### src/rtl/fraction_mult_arbiter.sv
// fraction_mult_arbiter
// Shares one fraction_multiplication unit among NREQ requesters. A round-robin
// arbiter picks one pending request, launches the multiplier with a one-cycle
// start pulse, waits for its completion (or aborts after a watchdog timeout)
// and routes the product back to the requester that owned the transaction.
//
// Ports
//   CLK, RST            clock, asynchronous active-high reset
//   req                 per-requester request level
//   mplier_bus          requester i multiplier operand in [4i+3:4i]
//   mcand_bus           requester i multiplicand operand in [4i+3:4i]
//   gnt                 one-hot grant pulse (coincides with M_St)
//   rsp_valid           one-hot response pulse to the owning requester
//   rsp_product         product returned with the response
//   rsp_err             qualifies rsp_valid; 1 = aborted by timeout
//   busy                high whenever a transaction is in progress
//   M_St, M_Mplier,
//   M_Mcand             start pulse and operands towards the multiplier
//   M_Product, M_Done   result and completion from the multiplier
module fraction_mult_arbiter #(
  parameter int NREQ    = 4,
  parameter int TIMEOUT = 31
) (
  input  logic                CLK,
  input  logic                RST,
  input  logic [NREQ-1:0]     req,
  input  logic [4*NREQ-1:0]   mplier_bus,
  input  logic [4*NREQ-1:0]   mcand_bus,
  output logic [NREQ-1:0]     gnt,
  output logic [NREQ-1:0]     rsp_valid,
  output logic [6:0]          rsp_product,
  output logic                rsp_err,
  output logic                busy,
  output logic                M_St,
  output logic [3:0]          M_Mplier,
  output logic [3:0]          M_Mcand,
  input  logic [6:0]          M_Product,
  input  logic                M_Done
);

  localparam int PW = (NREQ > 1) ? $clog2(NREQ) : 1;

  typedef enum logic [1:0] {IDLE, START, WAIT, RESP} state_t;

  state_t          r_state, w_stateNxt;
  logic [PW-1:0]   r_ptr, w_ptrNxt;
  logic [PW-1:0]   r_owner, w_ownerNxt;
  logic [7:0]      r_timer, w_timerNxt;
  logic [NREQ-1:0] r_gnt, w_gntNxt;
  logic [NREQ-1:0] r_rspValid, w_rspValidNxt;
  logic [6:0]      r_rspProduct, w_rspProductNxt;
  logic            r_rspErr, w_rspErrNxt;
  logic            r_busy, w_busyNxt;
  logic            r_mSt, w_mStNxt;
  logic [3:0]      r_mplier, w_mplierNxt;
  logic [3:0]      r_mcand, w_mcandNxt;

  logic            w_found;
  logic [PW-1:0]   w_winner;
  int              w_idx;

  // Round-robin search: scan ptr+1, ptr+2, ... modulo NREQ and keep the first
  // requester found, so the last owner has the lowest priority next time.
  always_comb begin
    w_found  = 1'b0;
    w_winner = '0;
    w_idx    = 0;
    for (int k = 1; k <= NREQ; k++) begin
      w_idx = (int'(r_ptr) + k) % NREQ;
      if (!w_found && req[PW'(w_idx)]) begin
        w_found  = 1'b1;
        w_winner = PW'(w_idx);
      end
    end
  end

  // State and every output are registers; reset clears all outputs at once.
  always_ff @(posedge CLK or posedge RST) begin
    if (RST) begin
      r_state      <= IDLE;
      r_ptr        <= PW'(NREQ - 1);
      r_owner      <= '0;
      r_timer      <= '0;
      r_gnt        <= '0;
      r_rspValid   <= '0;
      r_rspProduct <= '0;
      r_rspErr     <= 1'b0;
      r_busy       <= 1'b0;
      r_mSt        <= 1'b0;
      r_mplier     <= '0;
      r_mcand      <= '0;
    end else begin
      r_state      <= w_stateNxt;
      r_ptr        <= w_ptrNxt;
      r_owner      <= w_ownerNxt;
      r_timer      <= w_timerNxt;
      r_gnt        <= w_gntNxt;
      r_rspValid   <= w_rspValidNxt;
      r_rspProduct <= w_rspProductNxt;
      r_rspErr     <= w_rspErrNxt;
      r_busy       <= w_busyNxt;
      r_mSt        <= w_mStNxt;
      r_mplier     <= w_mplierNxt;
      r_mcand      <= w_mcandNxt;
    end
  end

  // Next-state logic. Pulse outputs (gnt, M_St, rsp_valid, rsp_err) default
  // low; operands, product, pointer and owner hold unless updated.
  always_comb begin
    w_stateNxt      = r_state;
    w_ptrNxt        = r_ptr;
    w_ownerNxt      = r_owner;
    w_timerNxt      = r_timer;
    w_gntNxt        = '0;
    w_rspValidNxt   = '0;
    w_rspProductNxt = r_rspProduct;
    w_rspErrNxt     = 1'b0;
    w_mStNxt        = 1'b0;
    w_mplierNxt     = r_mplier;
    w_mcandNxt      = r_mcand;

    case (r_state)
      IDLE: begin
        if (w_found) begin
          w_mplierNxt = mplier_bus[{w_winner, 2'b00} +: 4];
          w_mcandNxt  = mcand_bus[{w_winner, 2'b00} +: 4];
          w_mStNxt    = 1'b1;
          w_gntNxt    = NREQ'(1) << w_winner;
          w_ptrNxt    = w_winner;
          w_ownerNxt  = w_winner;
          w_stateNxt  = START;
        end
      end
      START: begin
        w_timerNxt = '0;
        w_stateNxt = WAIT;
      end
      WAIT: begin
        // Done has priority over a timeout on the same edge.
        if (M_Done) begin
          w_rspProductNxt = M_Product;
          w_rspValidNxt   = NREQ'(1) << r_owner;
          w_stateNxt      = RESP;
        end else if (r_timer == 8'(TIMEOUT)) begin
          w_rspProductNxt = '0;
          w_rspErrNxt     = 1'b1;
          w_rspValidNxt   = NREQ'(1) << r_owner;
          w_stateNxt      = RESP;
        end else begin
          w_timerNxt = r_timer + 8'd1;
        end
      end
      RESP: begin
        w_stateNxt = IDLE;
      end
      default: begin
        w_stateNxt = IDLE;
      end
    endcase

    w_busyNxt = (w_stateNxt != IDLE);
  end

  assign gnt         = r_gnt;
  assign rsp_valid   = r_rspValid;
  assign rsp_product = r_rspProduct;
  assign rsp_err     = r_rspErr;
  assign busy        = r_busy;
  assign M_St        = r_mSt;
  assign M_Mplier    = r_mplier;
  assign M_Mcand     = r_mcand;

endmodule

### config.mk
export PLATFORM = sky130hd
export DESIGN_NAME = fraction_mult_arbiter
export DESIGN_NICKNAME = d
export VERILOG_FILES = /design/src/rtl/fraction_mult_arbiter.sv
export SDC_FILE = /design/constraint.sdc
export NUM_CORES = 1
export LEC_CHECK = 0
export BUFFER_PORTS_ARGS = -buffer_cell sky130_fd_sc_hd__buf_2
export CORE_MARGIN = 2
export CORE_UTILIZATION = 53
export CTS_CLUSTER_DIAMETER = 120
export DETAILED_ROUTE_END_ITERATION = 10
export PLACE_DENSITY = 0.91
export SLEW_MARGIN = 0
export SYNTH_ARGS = -nofsm -noshare
export SYNTH_HDL_FRONTEND = slang
export SYNTH_SLANG_ARGS = --single-unit
### constraint.sdc
create_clock -name CLK -period 3.1 [get_ports CLK]
set_input_delay 0.155 -clock CLK [delete_from_list [all_inputs] [get_ports CLK]]
set_output_delay 0.155 -clock CLK [all_outputs]
set_load 0.05 [all_outputs]
## Word level (Yosys, flattened, before mapping)

Cells that the tools add are included.

- Register bits after elaboration: 40
- Input port bits: 46
- Word-level logic and storage cells: 83

- Add/sub/neg operators: 5
- $lt $le $gt $ge: 4
- Equality and inequality tests: 6
- Shift operators: 4
- Mux-type cells: 39
- Reduce and logical (&&, ||, !) cells: 13

Operator list:

| cell | number |
|---|---|
| indexed part select 16 x 5 -> 4 bit | 2 |
| 2-to-1 mux 4 bit | 5 |
| 2-to-1 mux 1 bit | 17 |
| < comparator 2 x 4 -> 1 bit, second input constant | 4 |
| 2-to-1 mux 8 bit | 2 |
| one-hot mux 8 bit (2 select lines) | 1 |
| 2-to-1 mux 2 bit | 7 |
| 2-to-1 mux 7 bit | 2 |
| adder 8 x 1 -> 8 bit, second input constant | 1 |
| binary-select mux 1 bit (select 2 bit) | 4 |
| equality test 8 x 5 -> 1 bit, second input constant | 1 |
| one-hot mux 2 bit (4 select lines) | 1 |
| left shift 1 x 2 -> 4 bit, first input constant | 2 |
| nonzero test 2 bit | 3 |
| adder 2 x 1 -> 2 bit, second input constant | 2 |
| adder 2 bit, second input constant | 2 |
| equality test 2 bit, second input constant | 2 |
| inequality test 2 bit, second input constant | 2 |
| AND reduction 2 bit | 2 |
| logical AND 1 bit | 3 |
| logical NOT 1 bit | 3 |
| AND reduction 3 bit | 1 |
| equality test 2 x 1 -> 1 bit, second input constant | 1 |
| logical NOT 2 bit | 1 |

## Longest topological paths before layout

Gate-level depths: netlist of the first run.

- Depth in word-level cells: 17
- Gate-level depth with buffers: 8
- Gate-level depth less buffers: 7

## Least setup slack after synthesis of the first run

No wires, ideal clock.

- Kind: register to register
- Start point: register r_ptr[1]
- End point: register r_mcand[0], in the netlist M_Mcand[0]
- Arrival time: 1.651 ns
- Data required time: 3.006 ns
- Path slack: 1.355 ns
- Stages on the path, launching flop included: 9
- Path buffers: 3
- Period minus slack after synthesis: 1.745 ns
- Path through: dfstp_2 > buf_6 > mux2i_2 > o21a_4 > and2_4 > buf_12 > buf_12 > a211oi_2 > a211oi_1

- Longest elaborated chain between the ends: 15
- Elaborated cells on any way between the ends: 32
- Classes of those cells: add/sub: 4; shift: 1; mux: 20; reduce/logical: 7

Ends and longest elaborated chain:

| element | line | source |
|---|---|---|
| start, declared | 46 | `logic [PW-1:0] r_ptr, w_ptrNxt;` |
| start signal, assigned | 81 | `r_ptr <= PW'(NREQ - 1);` |
| start signal, assigned | 94 | `r_ptr <= w_ptrNxt;` |
| adder 2 x 1 -> 2 bit | 69 | `w_idx = (int'(r_ptr) + k) % NREQ;` |
| binary-select mux 1 bit (select 2 bit) | 70 | `if (!w_found && req[PW'(w_idx)]) begin` |
| 2-to-1 mux 1 bit (implied by the code) (2 in a row) | 70 |  |
| 2-to-1 mux 1 bit | 70 |  |
| logical NOT 1 bit | 70 |  |
| logical AND 1 bit | 70 |  |
| 2-to-1 mux 1 bit | 70 |  |
| logical NOT 1 bit | 70 |  |
| logical AND 1 bit | 70 |  |
| 2-to-1 mux 1 bit | 70 |  |
| logical NOT 1 bit | 70 |  |
| logical AND 1 bit | 70 |  |
| 2-to-1 mux 2 bit / 2-to-1 mux 1 bit (equally long branches) | 70 |  |
| indexed part select 16 x 5 -> 4 bit / AND reduction 2 bit (equally long branches) | - |  |
| end signal, assigned | 104 | `r_mcand <= w_mcandNxt;` |
| end, declared | 56 | `logic [3:0] r_mcand, w_mcandNxt;` |

Several ways; a longest one is shown, not always the timed one. The select of a mux whose other input is x is not followed.
A chain may end at the register's enable or synchronous reset.

## Worst setup path after layout of the first run

- Start point: register r_ptr[1]
- End point: register r_mcand[2], in the netlist M_Mcand[2]

The elaborated chain is that of the path after synthesis.

==> reports/qor.csv, run 1 <==
metric;value;unit
synthArstFlopShare;100;%
place_hpwl;2.99;mm
die-height;65.2;um
yosysTopAreaCell;dfrtp_1;
gp_congestion;0.821;
vias;1609;
die_w;65.2;um
routed_wl;3.90;mm
worst_pin_slew;654;ps
synthesis.area;1990;um2
drc;0;
ys_seq_area_share;50.5;%
synth_cells;183;
grt_pass1_wl;6.90;mm
nFillCells;324;
groute.usage.overall;21.0;%
area_growth;25.1;%
dieArea;4250;um2
wl_per_cell;12.8;um
drv_slew;0;
cts.sinks;40;
numCtsBuffers;5;
power.density;1010;nW/um2
clk_latency;290;ps
fin_crit_sh;62.8;%
diodes;0;
fin_setup_tns;0;ps
rows;22;
rsz0062_at_grt;false;
drv_cap;0;
cts.htree.levels;2;
drt_iter0_drc;96;
placement.cell_area;2350;um2
max_freq;514;MHz
synth.area.top_cells;dfrtp_1, mux2i_1, nor2_1;
postRouteAntennaNets;0;
finalInstanceArea;2480;um2
post_cts_resized;0;
critPathLaunchType;flop;
min_path_type;primary input to flop;
cts_tree;yes;
path_clk_slew;70;ps
finalClockSkew;5.48;ps
worstPathMaxFanout;12;
final.min_clock_period;1950;ps
io_pins;72;
status;complete, no violations;
post_cts_buffers;0;
firstDrtPassIters;4;
synth_edf_count;0;
root_buffer;clkbuf_8;
grt_pass1_vias;1598;
maxSlewHeadroom;56.3;%
synth_area_per_cell;10.9;um2
dp_slack;1180;ps
critPathKind;flop to flop;
setup_viol;0;
initial_utilization;54.6;%
synth.top_cell.area_share;47.9;%
viasPerCell;5.28;
synth_ff_type;dfrtp_1;
grt_start_max_net_pins;23;
arrival;2090;ps
clockBufferDepth;2;
drive_gt1_share;37.0;%
ys_types;39;
required;3240;ps
portBuffers;71;
ys_warn_count;0;
ir_worst_vdd;0.506;mV
critPathCaptureType;flop;
p_leak;1.24;nW
nets;306;
fin_ws;1150;ps
antenna_found_initial;0;
overflow;0;
design.core.area;3630;um2
hold_viol;0;
synth_seq_cells;40;
synth_nets;233;
## cell type report
| class | instances | area (um2) | area share, % |
|---|---|---|---|
| sequential | 40 | 1000 | 40.4 |
| multi-input combinational | 124 | 870 | 35.0 |
| timing repair buffer | 75 | 388 | 15.6 |
| clock buffer | 7 | 96.3 | 3.88 |
| tap | 48 | 60.1 | 2.42 |
| inverter | 10 | 37.5 | 1.51 |
| clock inverter | 1 | 30.0 | 1.21 |
## layout by cell type (no fill, tap or decap), types with 6 or more instances in the layout
cell type / Yosys / routed
nor3_1: 6 / 6
buf_2: 1 / 71
clkbuf_8: 0 / 7
nand2_1: 11 / 11
a22o_1: 7 / 7
mux2i_1: 8 / 8
nor2_1: 21 / 21
dfrtp_1: 38 / 38
a21boi_0: 8 / 8
o21ai_0: 6 / 6
inv_1: 10 / 10
a211oi_1: 9 / 9
a211oi_2: 6 / 6
## critical path: stages (launching register included)
cell and delay (ps):
dfstp_2 600, nand2_1 60, a31oi_1 200, nand3b_1 470
a221oi_1 380, a211oi_1 90
## per-stage QoR
stage	instances	hold slack (ps)	total power [W]	utilization, %
after CTS	305	84.8	0.00253	68.4
final	305	95.0	0.00250	68.4
after global routing	305	95.4	0.00268	68.4
after global placement	296	280	0.00204	64.6
after floorplan	183	295	0.00185	-
after detailed placement	296	290	0.00207	64.6
## worst paths after layout
path / start / endpoint / slack, ps / cells after the start
setup / recovery: r_ptr[1] / M_Mcand[2] / 1150 / 5
hold / removal: M_Product[0] / rsp_product[0] / 100 / 2
setup reg to reg: r_ptr[1] / M_Mcand[2] / 1150 / 5
hold reg to reg: rsp_product[1] / rsp_product[1] / 490 / 1
max in group asynchronous: RST / r_ptr[1] / 1820 / 4
min in group asynchronous: RST / gnt[2] / 490 / 3
## cells by family after synthesis
group,Yosys count,synth area share (%)
AO/OA/AOI/OAI,46,19.3
XOR/XNOR,5,2.21
adder cells (fa/ha/maj),4,2.52
buffers and inverters,19,5.67
flip-flops,40,50.5
multiplexers,9,4.73
AND/OR/NAND/NOR,60,15.0
## what timing repair did
action / CTS / global route
setup endpoints to repair: 0 / 0
hold buffers: 1 / 0
endpoints found under the hold margin: 18 / 0
## Yosys cell counts, drive strengths merged (3+ instances only)
| cell | number |
|---|---|
| dfrtp | 38 |
| nor2 | 21 |
| a211oi | 15 |
| nand2 | 11 |
| inv | 10 |
| mux2i | 9 |
| a21boi | 8 |
| a22o | 7 |
| nor3 | 6 |
| o21ai | 6 |
| clkbuf | 5 |
| nand3b | 5 |
| xnor2 | 5 |
| buf | 4 |
| ha | 4 |
| a21oi | 3 |
| and2 | 3 |
| nor2b | 3 |
## power breakdown
group          internal, W  switching [W]
Clock             0.000284       0.000171
Sequential        0.000717       0.000111
Combinational     0.000368       0.000853
## layer usage
layer  track usage, %  part of all wire [%]  vias to the layer above
li1                 -                     -                      796
met1             26.0                    43                      743
met2             35.5                    49                       65
met3             5.65                   7.1                        5
met4             7.55                   1.6                        0
met5                0                     0                        -
## registers in the layout (all words and copies together), names as in the netlist, 2 cells and up
signal,cells
r_timer,8
rsp_product,7
M_Mcand,4
M_Mplier,4
gnt,4
rsp_valid,4
r_owner,2
r_ptr,2
r_state,2
Power figures use the tool's default switching activity.
==> run 2, diff against run 1 <==
- CORE_UTILIZATION: 53 -> 49
- PLACE_DENSITY: 0.91 -> 0.85
- clock period: 3.1 -> 1.8 ns (I/O delays scaled with it)
==> reports/qor.csv, run 2 (synthesis gave the netlist of run 1 again) <==
metric;value;unit
status;finished with violations;
diodes;0;
ir_worst_vdd;0.989;mV
critPathKind;flop to flop;
r2r_setup_slack;-5;ps
final_common_cell;buf_2;
initial_utilization;50.4;%
p_total;0.00447;W
reg2reg_from;r_ptr[1];
use_met1;23.6;%
clockBufferDepth;2;
worst-r2r-cell-count;6;
p_leak;1.29;nW
worst_pin_slew;500;ps
area_growth;33.2;%
portBuffers;71;
cts_tree;yes;
fin_cells;321;
die_w;67.7;um
postRouteAntennaNets;0;
fin_crit_sh;100;%
cts.htree.levels;2;
drc;0;
power.density;1690;nW/um2
root_buffer;clkbuf_8;
nets;320;
rsz0062_at_grt;true;
final.min_clock_period;1800;ps
failed_checks;negative setup slack;
drv_slew;0;
firstDrtPassIters;4;
hold_start;M_Product[5];
antenna_found_initial;0;
reg2reg_to;M_Mplier[1];
critPathSlowestCell;dfstp_2;
drv_cap;0;
grt_start_max_net_pins;41;
dieArea;4580;um2
worstPathMaxFanout;8;
nFillCells;296;
io_pins;72;
path_clk_slew;80;ps
endpoint;M_Mplier[1];
wl_per_cell;13.8;um
slowest_delay;620;ps
place_hpwl;3.05;mm
gr-usage-met2;33.1;%
clk_latency;300;ps
required;1960;ps
top_register;r_timer;
grt_use_met3;4.67;%
drt_iter0_drc;67;
routed_wl;4.43;mm
fin_ws;-4.62;ps
largest_reg_flops;8;
min_path_type;primary input to flop;
cp.depth;6;
path_buf_inv;1;
critPathCaptureType;flop;
finalClockSkew;8.36;ps
grt_pass1_vias;1511;
dp_slack;-69.6;ps
grt_pass1_wl;6.66;mm
design.core.area;3940;um2
die-height;67.7;um
vias;1650;
rows;23;
hold_viol;0;
cts.sinks;40;
crit_chain;mux2i_4 -> o21a_4 -> and2_4 -> buf_12 -> mux2i_2 -> a211oi_1;
critPathLaunchType;flop;
placedCellCount;304;
critical-path-top-delay-family;flip-flops;
drive_gt1_share;43.2;%
final_cell_mix;buf_2, dfrtp_1, nor2_1;
busiest_layer;met2;
max_freq;554;MHz
overflow;0;
gp_congestion;0.737;
groute.usage.overall;19.8;%
setup_viol;1;
maxSlewHeadroom;66.7;%
arrival;1960;ps
numCtsBuffers;5;
cp-startpoint;r_ptr[1];
viasPerCell;5.14;
[run 2: cell types whose count changed in the layout (fill, tap and decap cells not counted), moves of 2 or more]
| cell | delta |
|---|---|
| o21ai_0 | -2 |
| clkinvlp_4 | +3 |
| nor4_1 | -2 |
| buf_4 | +12 |
| o21ai_1 | +2 |
[run 2: worst register-to-register path, delay by kind of cell, from the launching register on]
family / cells / cell delay, ps
multiplexers: 2 / 480
buffers and inverters: 1 / 130
AND/OR/NAND/NOR: 1 / 170
flip-flops: 1 / 620
AO/OA/AOI/OAI: 2 / 250
[run 2: stage by stage]
step	TNS (ps)	utilization [%]	area (um2)	hold slack [ps]
after floorplan	0	-	1990	230
after global placement	0	60.8	2400	234
after detailed placement	-128	60.8	2400	249
after CTS	0	65.1	2570	17.5
after global routing	-520	67.1	2650	8.41
final	-4.62	67.1	2650	24.3
[run 2: area by class of cell]
class / instances / area [um2] / area share (%)
Clock buffer: 6 / 82.6 / 3.12
Clock inverter: 2 / 15.0 / 0.568
Inverter: 10 / 41.3 / 1.56
Multi-Input combinational cell: 124 / 927 / 35.1
Sequential cell: 40 / 1000 / 37.9
Tap cell: 50 / 62.6 / 2.37
Timing Repair Buffer: 89 / 513 / 19.4
[run 2: worst min-delay path by stage]
stage                                end  slack, ps  depth (start not counted)
final                     rsp_product[5]         20                          2
after CTS                 rsp_product[5]         20                          2
after global routing      rsp_product[5]          8                          2
after global placement           rsp_err        230                          3
after floorplan           rsp_product[0]        230                          1
after detailed placement      r_timer[5]        250                          3
[run 2: repair_timing]
action / CTS / global route
hold endpoints to repair: 38 / 0
pin swaps: 0 / 3
resized for setup: 2 / 14
gates cloned: 0 / 0
endpoints found under the setup margin: 8 / 24
buffers inserted: 6 / 2
hold buffers: 1 / 0
[run 2: layer usage]
metal	part of all wire, %	vias to the layer above	wire [um]
li1	-	818	-
met4	2.1	0	92
met1	41	762	1840
met5	0	-	0
met2	50	61	2220
met3	6.2	9	276
[run 2: power breakdown]
group	switching [W]	internal [W]	total (W)
Clock	0.000320	0.000310	0.000630
Sequential	0.000196	0.00123	0.00143
Combinational	0.00157	0.000842	0.00241
Total	0.00209	0.00239	0.00447
==> run 3, diff against run 2 <==
- CELL_PAD_IN_SITES_DETAIL_PLACEMENT: not set -> 0
- CELL_PAD_IN_SITES_GLOBAL_PLACEMENT: not set -> 1
- CORE_MARGIN: 2 -> not set
- CORE_UTILIZATION: 49 -> 37
- SKIP_CTS_REPAIR_TIMING: not set -> 1
==> reports/qor.csv, run 3 (synthesis gave the netlist of run 1 again) <==
metric;value;unit
status;complete, no violations;
finalClockSkew;8.34;ps
cts.sinks;40;
p_leak;1.30;nW
use_met1;18.9;%
antenna_found_initial;0;
setup_viol;0;
critPathCaptureType;flop;
drv_cap;0;
place_hpwl;3.03;mm
largest_reg_flops;8;
dieArea;5660;um2
grt_pass1_vias;1543;
dp_slack;-30.4;ps
placement.cell_area;2440;um2
reg2reg_from;r_ptr[1];
root_buffer;clkbuf_8;
design.core.area;5140;um2
hold_viol;0;
finalInstanceArea;2640;um2
critPathLaunchType;flop;
worst-r2r-cell-count;6;
reg2reg_to;M_Mplier[1];
routed_wl;4.24;mm
fin_cells;341;
cts_tree;yes;
p_total;0.00455;W
r2r_setup_slack;30;ps
firstDrtPassIters;2;
arrival;1970;ps
diodes;0;
rsz0062_at_grt;true;
placedCellCount;326;
initial_utilization;38.6;%
top_register;r_timer;
min_path_type;primary input to flop;
required;2000;ps
critPathKind;flop to flop;
grt_pass1_wl;6.69;mm
final_cell_mix;buf_2, dfrtp_1, nor2_1;
groute.usage.overall;16.0;%
worst_pin_slew;484;ps
hold_depth;2;
worstPathMaxFanout;8;
max_freq;565;MHz
ir_worst_vdd;0.800;mV
overflow;0;
wl_per_cell;12.4;um
drt_iter0_drc;88;
critical-path-top-delay-family;flip-flops;
drv_slew;0;
fin_ws;29.9;ps
busiest_layer;met2;
numCtsBuffers;5;
finish.utilization;51.4;%
grt_start_max_net_pins;41;
final_common_cell;buf_2;
final.min_clock_period;1770;ps
portBuffers;71;
clockBufferDepth;2;
die_w;75.3;um
rows;26;
vias;1621;
maxSlewHeadroom;67.7;%
gr-usage-met2;27.1;%
nets;320;
drc;0;
io_pins;72;
nFillCells;488;
crit_chain;mux2i_2 -> o21a_4 -> and2_4 -> buf_4 -> a211oi_2 -> a211oi_1;
gp_congestion;0.759;
critPathSlowestCell;dfstp_2;
die-height;75.3;um
cts.htree.levels;2;
viasPerCell;4.75;
drive_gt1_share;42.1;%
slowest_delay;600;ps
power.density;1720;nW/um2
hold_start;M_Product[6];
clk_latency;290;ps
path_buf_inv;1;
path_clk_slew;80;ps
fin_crit_sh;98.3;%
area_growth;33.1;%
postRouteAntennaNets;0;
grt_use_met3;4.42;%
min_to;rsp_product[6];
[run 3: cell types whose count changed in the layout (fill, tap and decap cells not counted), sizes merged]
cell and change:
clkinvlp -3, and2 +1, buf -1, bufinv +1, clkbuf +1, inv +1
[run 3: metal layers]
metal	wire, um	up-vias	share of wire, %
met4	79	0	1.9
met1	1940	732	46
met3	280	8	6.6
met2	1940	64	46
met5	0	-	0
li1	-	817	-
[run 3: final cells by class]
| type | instances | area [um2] | area share, % |
|---|---|---|---|
| well taps | 70 | 87.6 | 3.31 |
| flip-flops and latches | 40 | 1000 | 38.0 |
| inverters | 10 | 37.5 | 1.42 |
| clock inverters | 1 | 30.0 | 1.14 |
| multi-input cells | 125 | 902 | 34.1 |
| clock buffers | 7 | 96.3 | 3.65 |
| repair buffers | 88 | 485 | 18.4 |
[run 3: metrics by stage]
step | hold WS [ps] | setup TNS [ps]
after CTS | -82.0 | -119
after detailed placement | 237 | -40.4
final | 33.3 | 0
after global placement | 237 | 0
after floorplan | 230 | 0
after global routing | 17.6 | -162
[run 3: report_power, final]
group / leakage (nW) / total [W] / internal [W] / switching [W]
combinational: 0.739 / 0.00233 / 0.000787 / 0.00154
sequential: 0.501 / 0.00142 / 0.00123 / 0.000189
clock: 0.0645 / 0.000798 / 0.000489 / 0.000309
total: 1.30 / 0.00455 / 0.00251 / 0.00204
[run 3: worst max path at each step]
stage,startpoint,endpoint,slack [ps],cells past startpoint
after floorplan,r_ptr[1],M_Mcand[0],50,8
after global placement,r_ptr[1],M_Mplier[1],40,5
after detailed placement,r_ptr[1],M_Mcand[2],-30,5
after CTS,r_ptr[1],M_Mcand[2],-30,5
after global routing,r_ptr[1],M_Mcand[2],-60,5
final,r_ptr[1],M_Mplier[1],30,6
